File: config.mk
export PLATFORM = sky130hd
export DESIGN_NAME = truth_table_scanner_flat
export DESIGN_NICKNAME = d
export VERILOG_FILES = /design/src/rtl/truth_table_scanner_pkg.sv /design/src/rtl/truth_table_scanner_if.sv /design/src/rtl/truth_table_scanner_settle_counter.sv /design/src/rtl/truth_table_scanner.sv /design/src/flat_wrapper.sv
export SDC_FILE = /design/constraint.sdc
export NUM_CORES = 1
export LEC_CHECK = 0
export ABC_AREA = 1
export CORE_MARGIN = 2
export CORE_UTILIZATION = 45
export DETAILED_ROUTE_END_ITERATION = 10
export PLACE_DENSITY = 0.78
export SLEW_MARGIN = 40
export SYNTH_ARGS = -nofsm -noshare
export SYNTH_HDL_FRONTEND = slang
export SYNTH_SLANG_ARGS = --single-unit
File: constraint.sdc
create_clock -name clk -period 1.9 [get_ports clk]
set_clock_uncertainty 0.1 [all_clocks]
set_input_delay 0.38 -clock clk [delete_from_list [all_inputs] [get_ports clk]]
set_output_delay 0.38 -clock clk [all_outputs]
set_load 0.01 [all_outputs]
File: src/rtl/truth_table_scanner_pkg.sv
// Shared types and widths for the truth-table scanner.
// FSM encoding and result bus sizes live here.
package truth_table_scanner_pkg;

  typedef enum logic [1:0] {
    IDLE   = 2'd0,
    SETTLE = 2'd1,
    SAMPLE = 2'd2,
    DONE   = 2'd3
  } state_t;

  localparam int IDX_W   = 4;
  localparam int TABLE_W = 16;
  localparam int COUNT_W = 5;
  localparam int CNT_W   = 4;

  localparam logic [IDX_W-1:0] LAST_IDX = 4'd15;

endpackage

File: src/rtl/truth_table_scanner_if.sv
// Stimulus/readback bundle between the scanner
// and its requester / function under test.
interface truth_table_scanner_if;
  import truth_table_scanner_pkg::*;

  logic               start;
  logic               f_sop;
  logic               f_pos;
  logic               x;
  logic               y;
  logic               w;
  logic               z;
  logic               busy;
  logic               done;
  logic [TABLE_W-1:0] table_sop;
  logic [TABLE_W-1:0] table_pos;
  logic [COUNT_W-1:0] minterm_count;
  logic               mismatch;
  logic [IDX_W-1:0]   first_mismatch;

  modport master (
    output start,
    output f_sop,
    output f_pos,
    input  x,
    input  y,
    input  w,
    input  z,
    input  busy,
    input  done,
    input  table_sop,
    input  table_pos,
    input  minterm_count,
    input  mismatch,
    input  first_mismatch
  );

  modport slave (
    input  start,
    input  f_sop,
    input  f_pos,
    output x,
    output y,
    output w,
    output z,
    output busy,
    output done,
    output table_sop,
    output table_pos,
    output minterm_count,
    output mismatch,
    output first_mismatch
  );

endinterface

File: src/rtl/truth_table_scanner_settle_counter.sv
// Settle-time counter: clear, enable, and a
// terminal flag when the count hits SETTLE_CYCLES-1.
module truth_table_scanner_settle_counter
  import truth_table_scanner_pkg::*;
#(
  parameter int SETTLE_CYCLES = 1
) (
  input  logic clk,
  input  logic reset,
  input  logic i_clear,
  input  logic i_en,
  output logic o_tc
);

  localparam logic [CNT_W-1:0] TC_VAL =
    CNT_W'(SETTLE_CYCLES - 1);

  logic [CNT_W-1:0] r_cnt;

  always_ff @(posedge clk or posedge reset) begin
    if (reset) begin
      r_cnt <= '0;
    end else if (i_clear) begin
      r_cnt <= '0;
    end else if (i_en) begin
      r_cnt <= r_cnt + 1'b1;
    end
  end

  assign o_tc = (r_cnt == TC_VAL);

endmodule

File: src/rtl/truth_table_scanner.sv
// Walks all 16 input vectors, samples SOP/POS
// outputs and accumulates tables, count, mismatch.
module truth_table_scanner
  import truth_table_scanner_pkg::*;
#(
  parameter int SETTLE_CYCLES = 1
) (
  input  logic                 clk,
  input  logic                 reset,
  truth_table_scanner_if.slave bus
);

  state_t             r_state;
  logic [IDX_W-1:0]   r_idx;
  logic [TABLE_W-1:0] r_tsop;
  logic [TABLE_W-1:0] r_tpos;
  logic [COUNT_W-1:0] r_cnt;
  logic               r_mis;
  logic [IDX_W-1:0]   r_first;
  logic               r_busy;
  logic               r_done;

  logic w_accept;
  logic w_clr;
  logic w_en;
  logic w_tc;

  assign w_accept = bus.start &&
    (r_state == IDLE || r_state == DONE);
  assign w_clr = w_accept || (r_state == SAMPLE);
  assign w_en  = (r_state == SETTLE);

  truth_table_scanner_settle_counter #(
    .SETTLE_CYCLES(SETTLE_CYCLES)
  ) u_settle (
    .clk    (clk),
    .reset  (reset),
    .i_clear(w_clr),
    .i_en   (w_en),
    .o_tc   (w_tc)
  );

  always_ff @(posedge clk or posedge reset) begin
    if (reset) begin
      r_state <= IDLE;
      r_idx   <= '0;
      r_tsop  <= '0;
      r_tpos  <= '0;
      r_cnt   <= '0;
      r_mis   <= 1'b0;
      r_first <= '0;
      r_busy  <= 1'b0;
      r_done  <= 1'b0;
    end else begin
      unique case (r_state)
        IDLE, DONE: begin
          if (bus.start) begin
            r_state <= SETTLE;
            r_idx   <= '0;
            r_tsop  <= '0;
            r_tpos  <= '0;
            r_cnt   <= '0;
            r_mis   <= 1'b0;
            r_first <= '0;
            r_busy  <= 1'b1;
            r_done  <= 1'b0;
          end
        end
        SETTLE: begin
          if (w_tc) r_state <= SAMPLE;
        end
        SAMPLE: begin
          r_tsop[r_idx] <= bus.f_sop;
          r_tpos[r_idx] <= bus.f_pos;
          r_cnt <= r_cnt +
            {{(COUNT_W-1){1'b0}}, bus.f_sop};
          if (bus.f_sop != bus.f_pos && !r_mis) begin
            r_mis   <= 1'b1;
            r_first <= r_idx;
          end
          // Stimulus parks at 0 once the scan ends.
          if (r_idx == LAST_IDX) begin
            r_state <= DONE;
            r_idx   <= '0;
            r_busy  <= 1'b0;
            r_done  <= 1'b1;
          end else begin
            r_idx   <= r_idx + 1'b1;
            r_state <= SETTLE;
          end
        end
        default: r_state <= IDLE;
      endcase
    end
  end

  assign bus.x              = r_idx[3];
  assign bus.y              = r_idx[2];
  assign bus.w              = r_idx[1];
  assign bus.z              = r_idx[0];
  assign bus.busy           = r_busy;
  assign bus.done           = r_done;
  assign bus.table_sop      = r_tsop;
  assign bus.table_pos      = r_tpos;
  assign bus.minterm_count  = r_cnt;
  assign bus.mismatch       = r_mis;
  assign bus.first_mismatch = r_first;

endmodule

File: src/flat_wrapper.sv
// flat-port wrapper written by rule: the top's interface ports become plain ports
module truth_table_scanner_flat import truth_table_scanner_pkg::*;
#(
  parameter int SETTLE_CYCLES = 1
)
  (clk, reset, bus_start, bus_f_sop, bus_f_pos, bus_x, bus_y, bus_w, bus_z, bus_busy, bus_done, bus_table_sop, bus_table_pos, bus_minterm_count, bus_mismatch, bus_first_mismatch);
  truth_table_scanner_if bus_i ();
  input  logic clk;
  input  logic reset;
  input wire logic [$bits(bus_i.start)-1:0] bus_start;
  input wire logic [$bits(bus_i.f_sop)-1:0] bus_f_sop;
  input wire logic [$bits(bus_i.f_pos)-1:0] bus_f_pos;
  output wire logic [$bits(bus_i.x)-1:0] bus_x;
  output wire logic [$bits(bus_i.y)-1:0] bus_y;
  output wire logic [$bits(bus_i.w)-1:0] bus_w;
  output wire logic [$bits(bus_i.z)-1:0] bus_z;
  output wire logic [$bits(bus_i.busy)-1:0] bus_busy;
  output wire logic [$bits(bus_i.done)-1:0] bus_done;
  output wire logic [$bits(bus_i.table_sop)-1:0] bus_table_sop;
  output wire logic [$bits(bus_i.table_pos)-1:0] bus_table_pos;
  output wire logic [$bits(bus_i.minterm_count)-1:0] bus_minterm_count;
  output wire logic [$bits(bus_i.mismatch)-1:0] bus_mismatch;
  output wire logic [$bits(bus_i.first_mismatch)-1:0] bus_first_mismatch;
  assign bus_i.start = bus_start;
  assign bus_i.f_sop = bus_f_sop;
  assign bus_i.f_pos = bus_f_pos;
  assign bus_x = bus_i.x;
  assign bus_y = bus_i.y;
  assign bus_w = bus_i.w;
  assign bus_z = bus_i.z;
  assign bus_busy = bus_i.busy;
  assign bus_done = bus_i.done;
  assign bus_table_sop = bus_i.table_sop;
  assign bus_table_pos = bus_i.table_pos;
  assign bus_minterm_count = bus_i.minterm_count;
  assign bus_mismatch = bus_i.mismatch;
  assign bus_first_mismatch = bus_i.first_mismatch;
  truth_table_scanner #(.SETTLE_CYCLES(SETTLE_CYCLES)) u_core (.clk(clk), .reset(reset), .bus(bus_i));
endmodule
==> run_results.csv <==
group,metric,value,unit
outcome,run_status,"finished clean",
layout,commonest_cells_after_routing_fill_and_taps_aside,"nand2_1 (151), clkdlybuf4s50_1 (52), dfrtp_1 (51)",
logic_synthesis,synthDistinctLibCells,18,
sta,fin_crit,1.84,ns
clock_tree,root_buffer,"clkbuf_8",
global_route,grt_max_degree,55,
placed_design,dpl.hpwl,4060,µm
logic_synthesis,ys_async_sr_fraction,100,%
logic_synthesis,synthesis.area,2560,µm²
clock_tree,path_clk_slew,0.09,ns
layout,layout.cells.most_common,"nand2_1",
clock_tree,clock_tree_from_tritoncts,"yes",
sta,finalSetupViolations,0,
logic_synthesis,synth_adder_area_share,5.38,%
logic_synthesis,yosys_register_bits,54,
route,drtIter0Drc,165,
global_route,via_count_of_the_first_global_routing_pass,2168,
route,routed-via-count,2251,
floorplanning,floorplan_die_width,79.4,µm
placed_design,place.gp.congestion,0.803,
logic_synthesis,synth_xor_area_share,0.685,%
sta,slew_violations,0,
floorplanning,num_ports,53,
worst_setup_path,critical_path.max_stage_delay,0.59,ns
logic_synthesis,synth-warning-count,0,
clock_tree,ctsHtreeMaxLevel,2,
clock_tree,ctsLongestPathBuffers,2,
min_path,hold_path_class,"input pin to async pin",
logic_synthesis,syn-mean-instance-area,7.94,µm²
logic_synthesis,synth_enable_flop_cells,0,
worst_setup_path,rrSetupSlack,0.17,ns
layout,final_net_count,399,
route,antenna_left,0,
worst_setup_path,timing.critical_path.to_type,"primary output",
clock_tree,clock_latency_late_sink,0.31,ns
sta,postLayoutSetupSlackWorst,0.0556,ns
sta,grt_setup_unrepaired,"no",
floorplanning,die_height,79.4,µm
floorplanning,core_region_area,5510,µm²
pwr,leakagePower,1.65,nW
logic_synthesis,synthFlopType,"dfrtp_1",
floorplanning,num_rows,27,
worst_setup_path,criticalPathCategory,"register to primary output",
sta,report.final.hold_viol_count,0,
worst_setup_path,cp_slowest_cell,"clkdlybuf4s50_1",
worst_setup_path,timing.rr.start,"u_core.r_state[0]",
logic_synthesis,synth_top_family_by_area,"simple AND/OR/NAND/NOR gates",
worst_setup_path,critPathLaunchType,"register",
worst_setup_path,crit_arrival,1.36,ns
clock_tree,sink_count_of_the_clock_tree,54,
route,postRouteWirelength,5640,µm
sta,slew-limit-headroom,81.1,%
clock_tree,cts_made_buffers,5,
route,drt-pass1-iter-count,4,
worst_setup_path,critical_path_buf_inv_count,1,
logic_synthesis,share_of_the_synthesized_area_in_compound_gates_ao_oa_aoi_oai,6.46,%
worst_setup_path,worstPathCellList,"clkdlybuf4s50_1",
sta,final_sum_of_negative_setup_slack,0,ns
layout,layout-drive-gt1-share,6.77,%
floorplanning,die-area,6300,µm²
route,highest_layer,"met4",
worst_setup_path,path_max_fanout,9,
logic_synthesis,postSynthNetCount,338,
worst_setup_path,critPathLaunch,"u_core.r_idx[2]",
sta,max_clock_freq,542,MHz
route,drt-met1-wl,2620,µm
global_route,grt_pass1_wl,9400,µm
placed_design,detailedPlace.worstSlack,0.0560,ns
global_route,grt_antenna_before_repair,0,
sta,worst-slew-pin-transition,0.284,ns
route,vias_per_cell,4.94,
layout,area_growth_syn_to_layout,29.6,%
run,max_capacitance_violation_total,0,
global_route,global_route.overflow_total,0,
logic_synthesis,synth-seq-area-share,52.9,%
global_route,gr-usage-all-layers,18.7,%
route,dr_wl_met3,278,µm
pwr,powerDensity,1030,nW/µm²
route,wl_per_cell,12.4,µm
sta,post-route-period-util,97.1,%
logic_synthesis,muxShareOfSynthArea,0,%
route,met2_length,2690,µm
worst_setup_path,worst_path_required,1.42,ns
route,drc,0,
placed_design,placement.io_buffers,52,
worst_setup_path,crit_family,"buffers and inverters",
pwr,ir_drop,0.509,mV
floorplanning,starting_density,46.4,%
logic_synthesis,yosys.area_share.simple,28.7,%
layout,number_of_antenna_cells_inserted,0,
logic_synthesis,post_syn_instances,322,
==> layout make-up <==
| cell class | count | area, µm² |
|---|---|---|
| inverter | 30 | 115 |
| timing repair buffer | 60 | 606 |
| clock inverter | 1 | 5.00 |
| tap | 72 | 90.1 |
| fill | 485 | 2190 |
| multi-input combinational | 232 | 1050 |
| sequential | 54 | 1360 |
| clock buffer | 7 | 86.3 |
==> where the power goes <==
| group | leakage (nW) | internal [mW] | total (mW) | switching [mW] |
|---|---|---|---|---|
| logic | 0.865 | 0.513 | 1.33 | 0.817 |
| registers | 0.739 | 1.28 | 1.40 | 0.125 |
| clock network | 0.0482 | 0.295 | 0.664 | 0.369 |
| total | 1.65 | 2.09 | 3.40 | 1.31 |
==> timing repair <==
action,CTS,global route
endpoints found under the hold margin,0,0
gates resized for setup,1,2
hold buffers,0,0
setup endpoints to repair,1,2
setup buffers,0,0
gates cloned,0,0
==> stage by stage <==
step                cells  utilization [%]  hold WS [ns]  area, µm²  power, mW
detailed placement    448             58.4         0.364       3220       2.75
finish                456             60.1         0.325       3310       3.40
CTS                   456             60.1         0.343       3310       3.40
global placement      448             58.4         0.357       3220       2.71
floorplan             322                -         0.374       2560       2.27
global route          456             60.1         0.358       3310       3.64
==> synth_stat cells (2+ instances only) <==
master,count,area share (%)
nor2_1,15,2.2
nand3_1,14,2.7
inv_1,26,3.8
nand4_1,2,0.49
inv_2,3,0.44
o21ai_1,10,2.0
o21ai_0,20,3.9
xor2_1,2,0.69
a21oi_1,3,0.59
nor2_2,2,0.49
dfrtp_1,54,53
buf_2,4,0.78
nand2_1,151,22
ha_1,11,5.4
buf_4,2,0.59
==> per-layer routing <==
metal  vias up  GRT usage, %
met5         -             0
met4         0          3.62
met3         6          3.62
met2        67          32.6
met1      1060          24.3
li1       1118             -
==> registers in the layout (all words and copies together), names as in the netlist, 2 cells and up <==
signal	flops
u_core.bus.first_mismatch	4
u_core.bus.minterm_count	5
u_core.bus.table_pos	16
u_core.bus.table_sop	16
u_core.r_idx	4
u_core.r_state	2
u_core.u_settle.r_cnt	4
==> kinds of logic after synthesis <==
| group | count (synthesis) |
|---|---|
| AOI/OAI and AO/OA | 33 |
| xor gates and xnor gates | 2 |
| adders and majority gates | 11 |
| buffers and inverters | 36 |
| DFF | 54 |
| and+or+nand+nor | 186 |
==> worst paths after layout <==
kind                                      endpoint  cells after the start
max in group asynchronous          u_core.r_idx[2]                      3
hold reg to reg            u_core.bus.table_sop[7]                      2
setup / recovery                             bus_y                      1
setup reg to reg           u_core.bus.table_sop[2]                      8
min in group clk           u_core.bus.table_sop[7]                      2
hold / removal             u_core.bus.table_sop[5]                      3
Power figures use the tool's default switching activity.
